<file path="config.mk">
export PLATFORM = sky130hd
export DESIGN_NAME = sfx_scheduler
export DESIGN_NICKNAME = d
export VERILOG_FILES = /design/src/rtl/audio_pkg.sv /design/src/rtl/sfx_scheduler_req_edge.sv /design/src/rtl/sfx_scheduler.sv
export SDC_FILE = /design/constraint.sdc
export NUM_CORES = 1
export LEC_CHECK = 0
export CAP_MARGIN = 40
export CORE_MARGIN = 2
export CORE_UTILIZATION = 53
export CTS_CLUSTER_SIZE = 30
export DETAILED_ROUTE_END_ITERATION = 10
export PLACE_DENSITY = 0.82
export SYNTH_ARGS = -nofsm -noshare
export SYNTH_HDL_FRONTEND = slang
export SYNTH_SLANG_ARGS = --single-unit
</file>
<file path="constraint.sdc">
create_clock -name clk -period 3.1 [get_ports clk]
set_input_delay 0.62 -clock clk [delete_from_list [all_inputs] [get_ports clk]]
set_output_delay 0.62 -clock clk [all_outputs]
set_load 0.03 [all_outputs]
</file>
<file path="src/rtl/audio_pkg.sv">
// Shared encodings for the sound-effect scheduler: FSM/source codes, win states, defaults.
// Latency: n/a (declarations only).
// Backpressure: n/a.
package audio_pkg;

  // FSM state encoding; doubles as the active_src output code.
  typedef enum logic [1:0] {
    ST_MUSIC      = 2'd0,
    ST_PLAY_PUNCH = 2'd1,
    ST_PLAY_JUMP  = 2'd2,
    ST_MUTE       = 2'd3
  } sfx_state_e;

  localparam logic [1:0] SRC_MUSIC = 2'd0;
  localparam logic [1:0] SRC_PUNCH = 2'd1;
  localparam logic [1:0] SRC_JUMP  = 2'd2;
  localparam logic [1:0] SRC_MUTE  = 2'd3;

  // Game-state codes meaning a player has won the match (audio muted).
  localparam logic [1:0] WIN_P1 = 2'b01;
  localparam logic [1:0] WIN_P2 = 2'b10;

  localparam int unsigned DEFAULT_HEALTH_THRESHOLD = 154;

  function automatic logic is_win_state(input logic [1:0] s);
    return (s == WIN_P1) || (s == WIN_P2);
  endfunction

endpackage

</file>
<file path="src/rtl/sfx_scheduler_req_edge.sv">
// Button level -> one-shot request: level register, rise detect, sticky pend flag.
// Latency: rise is combinational vs. the registered level; pend visible 1 cycle after the rise.
// Backpressure: none; pend stays set until the scheduler clears or flushes it.
module sfx_req_edge
  import audio_pkg::*;
(
  input  logic clk,
  input  logic reset,
  input  logic lvl,      // raw button level
  input  logic clr,      // grant: drop the pending request
  input  logic consume,  // rise handled directly by the scheduler, do not latch it
  input  logic flush,    // mute/disable: drop everything, including a fresh rise
  output logic rise,
  output logic pend
);

  logic lvl_q, lvl_d;
  logic pend_q, pend_d;

  // Rise detect and pend update; a new rise beats a same-cycle grant clear.
  always_comb begin
    lvl_d = lvl;
    rise  = lvl & ~lvl_q;
    if (flush) begin
      pend_d = 1'b0;
    end else begin
      pend_d = (rise & ~consume) | (pend_q & ~clr);
    end
  end

  // Level and pend registers.
  always_ff @(posedge clk) begin
    if (reset) begin
      lvl_q  <= 1'b0;
      pend_q <= 1'b0;
    end else begin
      lvl_q  <= lvl_d;
      pend_q <= pend_d;
    end
  end

  assign pend = pend_q;

endmodule

</file>
<file path="src/rtl/sfx_scheduler.sv">
// Arbitrates the 1-bit audio pin between music and timed punch/jump effects.
// Latency: audio_out/sfx_active/active_src register the FSM-selected source, 1 cycle behind the FSM.
// Backpressure: none; requests are edge-captured and held as pend flags until granted.
module sfx_scheduler
  import audio_pkg::*;
#(
  parameter int unsigned HEALTH_THRESHOLD = DEFAULT_HEALTH_THRESHOLD,
  parameter int unsigned PUNCH_LEN        = 25_000_000,
  parameter int unsigned JUMP_LEN         = 15_000_000,
  parameter int unsigned CNT_W            = 25
) (
  input  logic       clk,
  input  logic       reset,
  input  logic       enable_audio,
  input  logic [1:0] state,
  input  logic [1:0] attack_1,
  input  logic [1:0] attack_2,
  input  logic       jump_1,
  input  logic       jump_2,
  input  logic [8:0] player1_health,
  input  logic [8:0] player2_health,
  input  logic       bgm_in,
  input  logic       critical_in,
  input  logic       punch_in,
  input  logic       jump_in,
  output logic       audio_out,
  output logic       sfx_active,
  output logic [1:0] active_src
);

  localparam logic [CNT_W-1:0] PUNCH_RELOAD = CNT_W'(PUNCH_LEN - 1);
  localparam logic [CNT_W-1:0] JUMP_RELOAD  = CNT_W'(JUMP_LEN - 1);
  localparam logic [8:0]       HEALTH_TH    = 9'(HEALTH_THRESHOLD);

  sfx_state_e       fsm_q, fsm_d;
  logic [CNT_W-1:0] cnt_q, cnt_d;
  logic             audio_q, audio_d;
  logic             sfx_q, sfx_d;
  logic [1:0]       src_q, src_d;

  logic punch_lvl, jump_lvl;
  logic punch_rise, jump_rise;
  logic punch_pend, jump_pend;
  logic punch_clr, jump_clr;
  logic punch_consume, jump_consume;
  logic flush;
  logic critical;

  assign punch_lvl = (|attack_1) | (|attack_2);
  assign jump_lvl  = jump_1 | jump_2;

  sfx_req_edge u_punch_req (
    .clk     (clk),
    .reset   (reset),
    .lvl     (punch_lvl),
    .clr     (punch_clr),
    .consume (punch_consume),
    .flush   (flush),
    .rise    (punch_rise),
    .pend    (punch_pend)
  );

  sfx_req_edge u_jump_req (
    .clk     (clk),
    .reset   (reset),
    .lvl     (jump_lvl),
    .clr     (jump_clr),
    .consume (jump_consume),
    .flush   (flush),
    .rise    (jump_rise),
    .pend    (jump_pend)
  );

  // Next state and duration counter: disable, then mute, then per-state playback policy.
  always_comb begin
    fsm_d         = fsm_q;
    cnt_d         = cnt_q;
    punch_clr     = 1'b0;
    jump_clr      = 1'b0;
    punch_consume = 1'b0;
    jump_consume  = 1'b0;
    flush         = 1'b0;
    if (!enable_audio) begin
      fsm_d = ST_MUSIC;
      cnt_d = '0;
      flush = 1'b1;
    end else if (is_win_state(state)) begin
      fsm_d = ST_MUTE;
      cnt_d = '0;
      flush = 1'b1;
    end else begin
      case (fsm_q)
        ST_MUSIC: begin
          if (punch_pend) begin
            fsm_d     = ST_PLAY_PUNCH;
            cnt_d     = PUNCH_RELOAD;
            punch_clr = 1'b1;
          end else if (jump_pend) begin
            fsm_d    = ST_PLAY_JUMP;
            cnt_d    = JUMP_RELOAD;
            jump_clr = 1'b1;
          end
        end
        ST_PLAY_PUNCH: begin
          // A punch rise here retriggers the running punch instead of queueing another.
          punch_consume = 1'b1;
          if (punch_rise) begin
            cnt_d = PUNCH_RELOAD;
          end else if (cnt_q == '0) begin
            fsm_d = ST_MUSIC;
          end else begin
            cnt_d = cnt_q - CNT_W'(1);
          end
        end
        ST_PLAY_JUMP: begin
          // Punch pre-empts; the interrupted jump is dropped, never resumed.
          punch_consume = 1'b1;
          jump_consume  = 1'b1;
          if (punch_rise) begin
            fsm_d = ST_PLAY_PUNCH;
            cnt_d = PUNCH_RELOAD;
          end else if (jump_rise) begin
            cnt_d = JUMP_RELOAD;
          end else if (cnt_q == '0) begin
            fsm_d = ST_MUSIC;
          end else begin
            cnt_d = cnt_q - CNT_W'(1);
          end
        end
        default: begin
          fsm_d = ST_MUSIC;
        end
      endcase
    end
  end

  // Source mux from the current state; disable forces silence immediately.
  always_comb begin
    critical = (player1_health <= HEALTH_TH) || (player2_health <= HEALTH_TH);
    audio_d  = 1'b0;
    sfx_d    = 1'b0;
    src_d    = SRC_MUTE;
    if (enable_audio) begin
      src_d = fsm_q;
      case (fsm_q)
        ST_MUSIC:      audio_d = critical ? critical_in : bgm_in;
        ST_PLAY_PUNCH: begin audio_d = punch_in; sfx_d = 1'b1; end
        ST_PLAY_JUMP:  begin audio_d = jump_in;  sfx_d = 1'b1; end
        default:       audio_d = 1'b0;
      endcase
    end
  end

  // State, counter and registered outputs.
  always_ff @(posedge clk) begin
    if (reset) begin
      fsm_q   <= ST_MUSIC;
      cnt_q   <= '0;
      audio_q <= 1'b0;
      sfx_q   <= 1'b0;
      src_q   <= SRC_MUSIC;
    end else begin
      fsm_q   <= fsm_d;
      cnt_q   <= cnt_d;
      audio_q <= audio_d;
      sfx_q   <= sfx_d;
      src_q   <= src_d;
    end
  end

  assign audio_out  = audio_q;
  assign sfx_active = sfx_q;
  assign active_src = src_q;

endmodule

</file>
==> metrics.md <==
| Metric | Value |
|---|---|
| CP arrival | between 2 and 3 ns |
| Initial core utilization | 0.552 |
| Crit path max-delay cell type | or4b_4 |
| Antenna diode count | 0 |
| Result of the run | complete, no violations |
| Largest net degree at the start of global routing | 24 |
| Sequential share of the synthesized area | 0.317 |
| Slew HR | 0.635 |
| Aggregate global routing overflow | 0 |
| Mapped Cells | around 280 |
| Top FF cell, synth | dfxtp_1 |
| Count leader, synth | nor2_1 |
| RSZ-0062 raised after global routing | no |
| Number of antenna violations at the first check in global routing | 0 |
| Final WL | between 5000 and 6000 µm |
| CTS Buf Count | 5 |
| Total GRT Usage | 0.267 |
| Final setup violation count | 0 |
| DP Wirelength | 4310 µm |
| Worst setup SP type | flip-flop |
| Vias per cell | 6.28 |
| CP max FO | 23 |
| NumNets Final | approximately 360 |
| Mapped Nets | 321 |
| 1st-iter DRT viols | 200 |
| Core area | around 4000 µm² |
| Delay-heaviest family, CP | simple AND/OR/NAND/NOR gates |
| TNS Setup | 0 ns |
| Synth Cell Area | between 2000 and 2500 µm² |
| Syn Area/Cell | 7.81 µm² |
| Yosys cell types | 55 |
| Post_cts resized | 0 |
| First-pass GRT wire length | 9390 µm |
| Total clock sinks | 35 |
| EDFF count, synth | 0 |
| Reg-to-reg startpoint | cnt_q[0] |
| Top cell type's share of synthesized area | 0.317 |
| Power density cells | 529 nW/µm² |
| Hold Startpoint | cnt_q[22] |
| P_leak | 0.00105 µW |
| Post-synth ARST share | 0 |
| Final GP Congestion | approximately 0.91 |
| CP max stage delay | between 0.6 and 0.7 ns |
| Skew-Pair Late Insertion Delay | ~0.3 ns |
| Clock tree from TritonCTS | done |
| Max frequency | 375 MHz |
| Bufs on Longest Clock Path | 2 |
| Die H | around 69 µm |
| Yosys reg bits | 35 |
| Routed Antenna Nets | 0 |
| Vias in the first global route | roughly 2,000 |
| Die ar. | about 4700 µm² |
| Clock-pin slew on the worst setup and hold paths | 0.07 ns |
| I/O Pins | 37 |
| Critical path type | reg2reg |
| Largest cells by area after synthesis | dfxtp_1 32%, nor2_1 6.1%, a21oi_1 5.4% |
| Clock period minus worst slack | roughly 2.7 ns |
| Crit. End Element | flip-flop |
| Number of synthesis warnings | 0 |
| Routed WL per cell | 15.5 µm |
| Post-CTS Setup Bufs | 0 |
| Layout Skew | approximately 0.0047 ns |
| Vias | about 2,300 |
| Final hold violation count | 0 |
| Final Max Slew Viols | 0 |
| H-tree depth | 2 |
| WP buf/inv | 1 |
| Hold Crit Class | reg2reg |
| Hold-fix buffers at CTS | 0 |
| I/O Buffers | 36 |
| CTS root buf | clkbuf_8 |
| Layout cells sized above 1 | 0.0903 |
| Worst-margin pin slew | between 0.5 and 0.6 ns |
| Commonest cells in the synthesized netlist | 36 x nor2_1, 35 x dfxtp_1, 24 x a21oi_1 |
| Max Cap Viol | 0 |
| Final Cycle Share | 0.860 |
| Area Growth Syn to Fin | 24.1% |
| Die width | 68.6 µm |
| # rows | 23 |
| Worst setup startpoint | cnt_q[0] |
| Crit-path cells | inv_1, ha_1, or3b_2, or4b_4, or2_0, and4_4, nor4_1 |
| DRT Pass-1 Iters | 4 |
| Post-synth top area cell | dfxtp_1 |
| Worst Path Required | about 3.3 ns |
| Residual DRC | 0 |
| VDD IR max | around 360 µV |
| Pwr Total | 1450 µW |
==> final timing paths <==
check | end | slack (ns) | cells after the start
min reg2reg | cnt_q[22] | 0.51 | 2
max reg2reg | cnt_q[12] | 0.43 | 7
max | cnt_q[12] | 0.43 | 7
min | cnt_q[22] | 0.51 | 2
==> stage by stage <==
stage	util	worst slack (ns)	std cells	hold slack [ns]	cell area (µm²)
2_1_floorplan	-	0.647	283	0.456	2210
3_3_place_gp	0.656	0.496	363	0.471	2630
3_5_place_dp	0.656	0.469	363	0.495	2630
4_1_cts	0.686	0.451	371	0.507	2740
5_1_grt	0.686	0.297	371	0.547	2740
6_report	0.686	0.434	371	0.511	2740
==> layout by cell type (no fill, tap or decap), types with 7 or more instances in the layout <==
| cell type | instances |
|---|---|
| buf_4 | 7 |
| dfxtp_1 | 35 |
| nor4_1 | 16 |
| o21a_1 | 7 |
| nor2_1 | 36 |
| inv_1 | 10 |
| nand2_1 | 13 |
| a21oi_1 | 24 |
| clkdlybuf4s50_1 | 36 |
| nor3_1 | 12 |
| o21ai_0 | 15 |
| o211ai_1 | 7 |
==> report_power, final <==
group / internal (µW) / switching (µW) / total, µW
registers: 472 / 24.1 / 496
logic: 213 / 303 / 515
clock network: 260 / 179 / 439
total: 945 / 505 / 1450
==> registers in the layout, indices dropped and copies added (netlist names) <==
| register | count |
|---|---|
| cnt_q | 25 |
| active_src | 2 |
| fsm_q | 2 |
| audio_out | 1 |
| sfx_active | 1 |
| u_jump_req.lvl_q | 1 |
| u_jump_req.pend | 1 |
| u_punch_req.lvl_q | 1 |
| u_punch_req.pend | 1 |
==> layer usage <==
layer  global-route usage  up-vias  share of wire  wire, µm
li1                     -     1146              -         -
met1                0.366     1070           0.44      2560
met2                0.419      104           0.47      2710
met3               0.0438       11          0.071       412
met4                0.103        0          0.015        86
met5                    0        -              0         0
==> logic make-up after synthesis <==
group | Yosys count | share of synthesized area
adders and majority gates | 5 | 0.0283
buffers and inverters | 23 | 0.0442
xor gates and xnor gates | 6 | 0.0238
muxes | 2 | 0.00906
AOI/OAI and AO/OA | 93 | 0.288
and+or+nand+nor | 119 | 0.290
DFF | 35 | 0.317
==> cell type report <==
type / instances / area, µm²
inverter: 10 / 37.5
clock buffer: 6 / 82.6
clock inverter: 2 / 35.0
tap: 50 / 62.6
sequential: 35 / 701
fill: 338 / 1260
timing repair buffer: 43 / 413
multi-input combinational: 225 / 1410
==> worst min-delay path: cells and delay by family, from the launching register on <==
family,cells,cell delay [ns]
AO/OA/AOI/OAI,1,0.05
buffers and inverters,1,0.07
flip-flops,1,0.36
No activity file was read; power rests on OpenSTA's default activity.
